`src/rtl/losc_ctrl_pkg.sv`:
```
// Shared definitions for the low-speed oscillator controller.
// State encoding, parameter defaults and counter widths.
package losc_ctrl_pkg;

    localparam int unsigned TRIM_W = 5;
    localparam int unsigned ECNT_W = 3;
    localparam int unsigned TMO_W  = 13;

    localparam logic [1:0] ST_OFF   = 2'd0;
    localparam logic [1:0] ST_START = 2'd1;
    localparam logic [1:0] ST_RUN   = 2'd2;
    localparam logic [1:0] ST_STOP  = 2'd3;

    localparam int unsigned STAB_EDGES_DEF = 4;
    localparam int unsigned STOP_EDGES_DEF = 2;
    localparam int unsigned TMO_CYC_DEF    = 4096;
    localparam logic [TRIM_W-1:0] TRIM_RST_DEF = 5'h10;

    typedef logic [TRIM_W-1:0] trim_t;

    function automatic logic [ECNT_W-1:0] sat_inc(input logic [ECNT_W-1:0] v);
        return (&v) ? v : v + 1'b1;
    endfunction

endpackage

```
`src/rtl/losc_edge_sync.sv`:
```
// Three-flop synchroniser for an asynchronous clock-monitor input.
// Rise/fall are single-cycle pulses taken from the last two flops.
module losc_edge_sync (
    input  logic i_clk,
    input  logic i_rst_n,
    input  logic i_async,
    output logic o_rise,
    output logic o_fall
);

    logic [2:0] r_sync;

    always_ff @(posedge i_clk or negedge i_rst_n) begin
        if (!i_rst_n) begin
            r_sync <= 3'b000;
        end else begin
            r_sync <= {r_sync[1:0], i_async};
        end
    end

    assign o_rise = r_sync[1] & ~r_sync[2];
    assign o_fall = ~r_sync[1] & r_sync[2];

endmodule

```
`src/rtl/losc_ctrl.sv`:
```
// LOSC run/stop sequencer: merges WDT/timer requests, waits for
// stable edges on start, drains edges on stop, and owns the trim.
module losc_ctrl
    import losc_ctrl_pkg::*;
#(
    parameter int unsigned STAB_EDGES = STAB_EDGES_DEF,
    parameter int unsigned STOP_EDGES = STOP_EDGES_DEF,
    parameter int unsigned TMO_CYC    = TMO_CYC_DEF,
    parameter logic [TRIM_W-1:0] TRIM_RST = TRIM_RST_DEF
) (
    input  logic              CLK30MHZ,
    input  logic              PONRESB,
    input  logic              WDTREQ,
    input  logic              TMRREQ,
    input  logic              FORCEON,
    input  logic              CPURCLK3,
    input  logic              TRIMWE,
    input  logic [TRIM_W-1:0] TRIMD,
    input  logic              ERRCLR,
    output logic              LOSCSTPZ,
    output logic              LOSCRDY,
    output logic              WDTACK,
    output logic              TMRACK,
    output logic              LOSCBUSY,
    output logic              LOSCERR,
    output logic [TRIM_W-1:0] FRSEL
);

    localparam logic [ECNT_W-1:0] LP_STAB = ECNT_W'(STAB_EDGES);
    localparam logic [ECNT_W-1:0] LP_STOP = ECNT_W'(STOP_EDGES);
    localparam logic [TMO_W-1:0]  LP_TMO  = TMO_W'(TMO_CYC);

    logic              w_rise;
    logic              w_fall;
    logic              w_wreq;
    logic              w_treq;
    logic              w_req;
    logic              w_entry;
    logic              w_tmo_hit;
    logic              w_err_set;
    logic [1:0]        w_state_nxt;
    logic [ECNT_W-1:0] w_ecnt_inc;

    logic [1:0]        r_state;
    logic [ECNT_W-1:0] r_ecnt;
    logic [TMO_W-1:0]  r_tmo;
    logic              r_err;
    logic              r_pend;
    trim_t             r_pend_val;
    trim_t             r_frsel;
    logic              r_stpz;
    logic              r_rdy;
    logic              r_busy;
    logic              r_wreq_d;
    logic              r_treq_d;
    logic              r_wack;
    logic              r_tack;

    losc_edge_sync u_sync (
        .i_clk   (CLK30MHZ),
        .i_rst_n (PONRESB),
        .i_async (CPURCLK3),
        .o_rise  (w_rise),
        .o_fall  (w_fall)
    );

    assign w_wreq     = WDTREQ | FORCEON;
    assign w_treq     = TMRREQ;
    assign w_req      = (w_wreq | w_treq) & ~r_err;
    assign w_ecnt_inc = sat_inc(r_ecnt);
    assign w_tmo_hit  = (r_tmo == TMO_W'(1)) & ~(w_rise | w_fall);
    assign w_entry    = (w_state_nxt != r_state);

    // A pending trim holds off START so the new value reaches the macro first
    always_comb begin
        w_state_nxt = r_state;
        w_err_set   = 1'b0;
        case (r_state)
            ST_OFF: begin
                if (w_req && !r_pend && !TRIMWE) begin
                    w_state_nxt = ST_START;
                end
            end
            ST_START: begin
                if (!w_req) begin
                    w_state_nxt = ST_STOP;
                end else if (w_rise && (w_ecnt_inc == LP_STAB)) begin
                    w_state_nxt = ST_RUN;
                end else if (w_tmo_hit) begin
                    w_state_nxt = ST_STOP;
                    w_err_set   = 1'b1;
                end
            end
            ST_RUN: begin
                if (!w_req) begin
                    w_state_nxt = ST_STOP;
                end
            end
            default: begin
                if (w_fall && (w_ecnt_inc == LP_STOP)) begin
                    w_state_nxt = ST_OFF;
                end else if (w_tmo_hit) begin
                    w_state_nxt = ST_OFF;
                    w_err_set   = 1'b1;
                end
            end
        endcase
    end

    always_ff @(posedge CLK30MHZ or negedge PONRESB) begin
        if (!PONRESB) begin
            r_state <= ST_OFF;
            r_ecnt  <= '0;
            r_tmo   <= '0;
            r_err   <= 1'b0;
        end else begin
            r_state <= w_state_nxt;
            if (w_entry) begin
                r_ecnt <= '0;
            end else if ((r_state == ST_START && w_rise) ||
                         (r_state == ST_STOP && w_fall)) begin
                r_ecnt <= w_ecnt_inc;
            end
            if (w_entry || w_rise || w_fall) begin
                r_tmo <= LP_TMO;
            end else if (r_tmo != '0) begin
                r_tmo <= r_tmo - 1'b1;
            end
            if (w_err_set) begin
                r_err <= 1'b1;
            end else if (ERRCLR) begin
                r_err <= 1'b0;
            end
        end
    end

    always_ff @(posedge CLK30MHZ or negedge PONRESB) begin
        if (!PONRESB) begin
            r_pend     <= 1'b0;
            r_pend_val <= TRIM_RST;
            r_frsel    <= TRIM_RST;
        end else if (TRIMWE) begin
            r_pend     <= 1'b1;
            r_pend_val <= TRIMD;
        end else if (r_pend && r_state == ST_OFF) begin
            r_pend  <= 1'b0;
            r_frsel <= r_pend_val;
        end
    end

    // Requests are delayed one cycle so ACKs drop together with LOSCRDY
    always_ff @(posedge CLK30MHZ or negedge PONRESB) begin
        if (!PONRESB) begin
            r_stpz   <= 1'b0;
            r_rdy    <= 1'b0;
            r_busy   <= 1'b0;
            r_wreq_d <= 1'b0;
            r_treq_d <= 1'b0;
            r_wack   <= 1'b0;
            r_tack   <= 1'b0;
        end else begin
            r_stpz   <= (r_state == ST_START) | (r_state == ST_RUN);
            r_rdy    <= (r_state == ST_RUN);
            r_busy   <= (r_state == ST_START) | (r_state == ST_STOP);
            r_wreq_d <= w_wreq;
            r_treq_d <= w_treq;
            r_wack   <= r_wreq_d & (r_state == ST_RUN);
            r_tack   <= r_treq_d & (r_state == ST_RUN);
        end
    end

    assign LOSCSTPZ = r_stpz;
    assign LOSCRDY  = r_rdy;
    assign LOSCBUSY = r_busy;
    assign WDTACK   = r_wack;
    assign TMRACK   = r_tack;
    assign LOSCERR  = r_err;
    assign FRSEL    = r_frsel;

endmodule

```
`config.mk`:
```
export PLATFORM = sky130hd
export DESIGN_NAME = losc_ctrl
export DESIGN_NICKNAME = d
export VERILOG_FILES = /design/src/rtl/losc_ctrl_pkg.sv /design/src/rtl/losc_edge_sync.sv /design/src/rtl/losc_ctrl.sv
export SDC_FILE = /design/constraint.sdc
export NUM_CORES = 1
export LEC_CHECK = 0
export CAP_MARGIN = 15
export CORE_MARGIN = 2
export CORE_UTILIZATION = 55
export DETAILED_ROUTE_END_ITERATION = 12
export PLACE_DENSITY = 0.91
export SLEW_MARGIN = 0
export SYNTH_ARGS = -nofsm -noshare
export SYNTH_HDL_FRONTEND = slang
export SYNTH_HIERARCHICAL = 1
export SYNTH_SLANG_ARGS = --single-unit
```
`constraint.sdc`:
```
create_clock -name CLK30MHZ -period 2.3 [get_ports CLK30MHZ]
set_input_delay 0.46 -clock CLK30MHZ [delete_from_list [all_inputs] [get_ports CLK30MHZ]]
set_output_delay 0.46 -clock CLK30MHZ [all_outputs]
set_load 0.02 [all_outputs]
```
After elaboration in Yosys (flattened, before gate mapping)
Cells that the tools add are included.
Word-level totals
  register bits: 40
  input bits: 13
  output and inout bits: 11
Operators by class
  $add $sub $neg: 2
  eq/ne operators: 7
  muxes and demuxes: 22
  bitwise logic cells: 16
  reductions and logical operators: 21
Operators by type and width (number)
  2-to-1 mux 13 bit: 2
  2-to-1 mux 2 bit: 7
  == test 13 x 1 -> 1 bit (second input constant): 1
  nonzero test 13 bit: 1
  subtractor 13 x 1 -> 13 bit (second input constant): 1
  2-to-1 mux 3 bit: 3
  2-to-1 mux 1 bit: 8
  nonzero test 2 bit: 4
  logical AND 1 bit: 7
  AND 1 bit: 6
  case mux 2 bit (3 select lines): 1
  NOT 1 bit: 5
  OR 1 bit: 5
  == test 2 bit (second input constant): 2
  adder 3 x 1 -> 3 bit (second input constant): 1
  == test 3 x 2 -> 1 bit (second input constant): 1
  == test 3 bit (second input constant): 1
  logical OR 1 bit: 3
  AND reduction 3 bit: 1
  == test 2 x 1 -> 1 bit (second input constant): 1
  logical NOT 1 bit: 2
  logical NOT 2 bit: 1
  != test 2 bit: 1
  case mux 1 bit (2 select lines): 1
  2 further kinds: 2

Depth between registers and ports, before layout
  word-level depth: 13
  mapped depth: 8
  gate-level depth less buffers: 7

By module
The synthesis kept the hierarchy.
Modules (own cells, without submodules)
  losc_ctrl: times used 1, cells each 191, area an instance 1981.9 um2, seq. area each 928.4 um2
  losc_edge_sync: times used 1, cells each 5, area an instance 90.1 um2, seq. area each 75.1 um2

Least setup slack after synthesis
Ideal clock, no wire load.
  path kind: flip-flop to flip-flop
  from: register r_state[1]
  to: register r_tmo[12]
  arrival time: 1.791 ns
  data required time: 2.161 ns
  slack: 0.371 ns
  cell stages (with the launch flop): 7
  cell sequence: dfrtp_1 > ha_1 > clkbuf_1 > nor3_1 > a31oi_1 > nand3b_2 > or4b_1
Between the ends
  longest elaborated chain between the ends: 8
  elaborated cells between the ends (all ways): 16
  classes of those cells: eq/ne (3); mux (9); reduce/logical (4)
Ends and longest elaborated chain
  start: declaration: line losc_ctrl.sv:44  | logic [1:0] r_state;
  start signal: assignment: line losc_ctrl.sv:117  | r_state <= w_state_nxt;
  2-to-1 mux 2 bit: line losc_ctrl.sv:89  | end else if (w_tmo_hit) begin
  2-to-1 mux 2 bit: line losc_ctrl.sv:87  | end else if (w_rise && (w_ecnt_inc == LP_STAB)) begin
  2-to-1 mux 2 bit: line losc_ctrl.sv:85  | if (!w_req) begin
  case mux 2 bit (3 select lines): line losc_ctrl.sv:78  | case (r_state)
  != test 2 bit (*): line losc_ctrl.sv:72  | assign w_entry = (w_state_nxt != r_state);
  logical OR 1 bit (*) (2 in a row): line losc_ctrl.sv:124  | if (w_entry || w_rise || w_fall) begin
  2-to-1 mux 13 bit / nonzero test 2 bit (equally long branches)
  end signal: assignment: line losc_ctrl.sv:127  | r_tmo <= r_tmo - 1'b1;
  end: declaration: line losc_ctrl.sv:46  | logic [TMO_W-1:0] r_tmo;
Every way passes the cells marked *; elsewhere a longest branch is shown, timed or not.
A chain may end at the register's enable or synchronous reset.

Worst setup path after layout
Same ends and word-level chain as after synthesis.

==> results.cfg <==
[run_status]
status = finished, final reports clean

[global_route]
antenna_found_initial = 0
grt_pass1_wl_mm = 7.03
grt-ovfl-total = 0
grt_use_total = 0.220
grt_max_degree = 41
grt_pass1_vias = 1541

[timing]
grt_setup_unrepaired = no
period_share = 0.945
skew_ns = 0.00696
slew_viol_final = 0
tightest_slew_ns = 0.887
max_slew_margin = 0.409
setup_viol = 0
setup_tns_ns = 0
max_freq_ghz = 0.460
hold_violations = 0
min_period_ns = 2.17
finalWorstSetupSlack_ns = 0.127

[synth]
synth_top_cell_area_share = 0.459
synthTopCellsByArea = dfrtp_1 (46%), ha_1 (5.4%), mux2_2 (5.4%), nor3_1 (5.1%), nor2_1 (3.1%)
synth_area_leader_cell = dfrtp_1
syn_area_per_cell_um2 = 10.6
async_flop_share = 1.00
ys.flop_type = dfrtp_1
synthTopCellsByCount = dfrtp_1 (38), nor3_1 (21), nor2_1 (17), nand2_1 (11)
ys_ff_latch = 40
synth.distinct_cells = 54
synthCells = 196
syn-num-nets = 218
ys_warn_count = 6
syn_area_mm2 = 0.00207
seq_area_frac_synth = 0.484
synth.most_common_cell = dfrtp_1
synth_edf_count = 0

[drt]
via_per_inst = 5.78
drt_wl_total_mm = 3.95
dr.pass1.iters = 4
vias = 1602
drt_iter0_drc = 164
post-route-drc-count = 0
wire_per_inst_um = 14.3
ant_nets = 0

[setup_path]
reg2reg_to = r_tmo[12]
cp_slowest_cell = dfrtp_1
crit_chain = ha_1 > nor2_1 > o2bb2ai_1 > a31oi_1 > nand3b_2 > or4b_1
cpPeakStageDelay_ns = 0.51
crit_start = r_state[1]
crit_buf_inv = 0
worstSetupPathType = flip-flop to flip-flop
cp_max_fo = 13
timing.critical_path.depth = 6
worstPathArrival_ns = 2.35
cp-end-kind = flip-flop
crit_required_ns = 2.48
critPathLaunchType = flip-flop
r2r_start = r_state[1]
ff2ff_path_depth = 6
rrSetupSlack_ns = 0.13
cp_top_family = simple AND/OR/NAND/NOR gates

[floorplan]
die_x_um = 65.4
core_mm2 = 0.00363
floorplan.die.height_um = 65.4
ios = 24
die-area_mm2 = 0.00427
initial_core_util = 0.570
row_count = 22

[pwr]
power_frac_clock = 0.192
ir_drop_mv = 0.637
p_int_w = 0.00190
finalPower_w = 0.00308
leakagePower_nw = 1.06
seqPwrFrac = 0.357
power_frac_comb = 0.451
switching_share = 0.384
p_switching_w = 0.00118
powerDensity_mw_per_mm2 = 1230

[hold_path]
hold_class = primary input to async pin

[placed_design]
place_ws_ns = -0.0414
dp.final_hpwl_mm = 2.83
place.gp.congestion = 0.895
io_buffer_count = 23

[clock_network]
cts_max_path_buffers = 2
tritoncts = built
postCtsHoldBufs = 0
clkLatencyLatePin_ns = 0.30
cts-buffers-inserted = 5
cts.sinks = 40
htree_levels = 2
cts_setup_buffers = 0
clk_pin_slew_worst_paths_ns = 0.08
cts_root_buf = clkbuf_8
post_cts_resized = 0

[cells_and_area]
area_growth_pct = 20.7
n_fill_cell = 291
nNetsFinal = 250
final_core_util = 0.688
layout-drive-gt1-share = 0.175
n_antenna_cell = 0

[run]
max_cap_viol_count = 0
power groups by stage:
stage               sequential, W  combinational [W]  clock [W]
finish                    0.00110            0.00139   0.000590
detailed placement        0.00111            0.00139          0
CTS                       0.00110            0.00140   0.000602
floorplan                 0.00117           0.000901          0
global route              0.00114            0.00154   0.000629
global placement          0.00110            0.00134          0
final cells by class:
type,instances,area (um^2),area share
clock inverters,3,46.3,0.0185
clock buffers,5,68.8,0.0275
repair buffers,30,278,0.111
multi-input cells,143,1010,0.405
inverters,8,30.0,0.0120
flip-flops and latches,40,1000,0.401
well taps,48,60.1,0.0240
cells in the final DEF, fill, tap and decap left out, types with 3 or more instances in the layout:
cell / n
mux2i_1: 3
mux2_2: 10
o21ai_0: 3
nand2_1: 11
clkbuf_8: 5
ha_1: 9
or4_1: 3
a21oi_1: 10
dfrtp_1: 38
xnor2_1: 3
inv_1: 8
nand3_1: 4
clkdlybuf4s50_1: 22
buf_4: 7
nor2_1: 17
nor3_1: 21
per-stage QoR:
step	cell area [um^2]	hold WS (ns)	std cells
floorplan	2070	0.164	196
global placement	2380	0.332	269
detailed placement	2380	0.337	269
CTS	2500	0.288	277
global route	2500	0.344	277
finish	2500	0.273	277
registers in the layout, summed over array words and instances, names as in the netlist:
name           cells
r_treq_d           1
WDTACK             1
r_state            2
LOSCBUSY           1
FRSEL              5
TMRACK             1
r_wreq_d           1
LOSCSTPZ           1
LOSCRDY            1
u_sync/r_sync      3
r_tmo             13
r_pend_val         5
r_ecnt             3
LOSCERR            1
r_pend             1
worst register-to-register path, cell delays in order (launching register included):
cell and delay (ns):
dfrtp_1 0.51, ha_1 0.50, nor2_1 0.15, o2bb2ai_1 0.15, a31oi_1 0.19, nand3b_2 0.11
or4b_1 0.46
cell families after synthesis:
group                    after synthesis  share of synthesized area
multiplexers                          13                     0.0688
AND/OR/NAND/NOR                       82                      0.223
buffers and inverters                 13                     0.0266
XOR/XNOR                               5                     0.0211
AO/OA/AOI/OAI                         34                      0.121
adder cells (fa/ha/maj)                9                     0.0543
flip-flops                            40                      0.484
metal layers:
metal / up-vias / GRT usage / wire length [um]
met2: 45 / 0.360 / 2000
met5: - / 0 / 0
met1: 764 / 0.275 / 1690
li1: 784 / - / -
met4: 0 / 0.115 / 88
met3: 9 / 0.0479 / 170
worst max path at each step:
stage	endpoint	slack [ns]
floorplan	r_tmo[12]	0.37
global placement	r_tmo[12]	0.002
detailed placement	r_tmo[12]	-0.04
CTS	r_tmo[12]	0.16
global route	r_tmo[12]	0.004
finish	r_tmo[12]	0.13
Power figures use the tool's default switching activity.
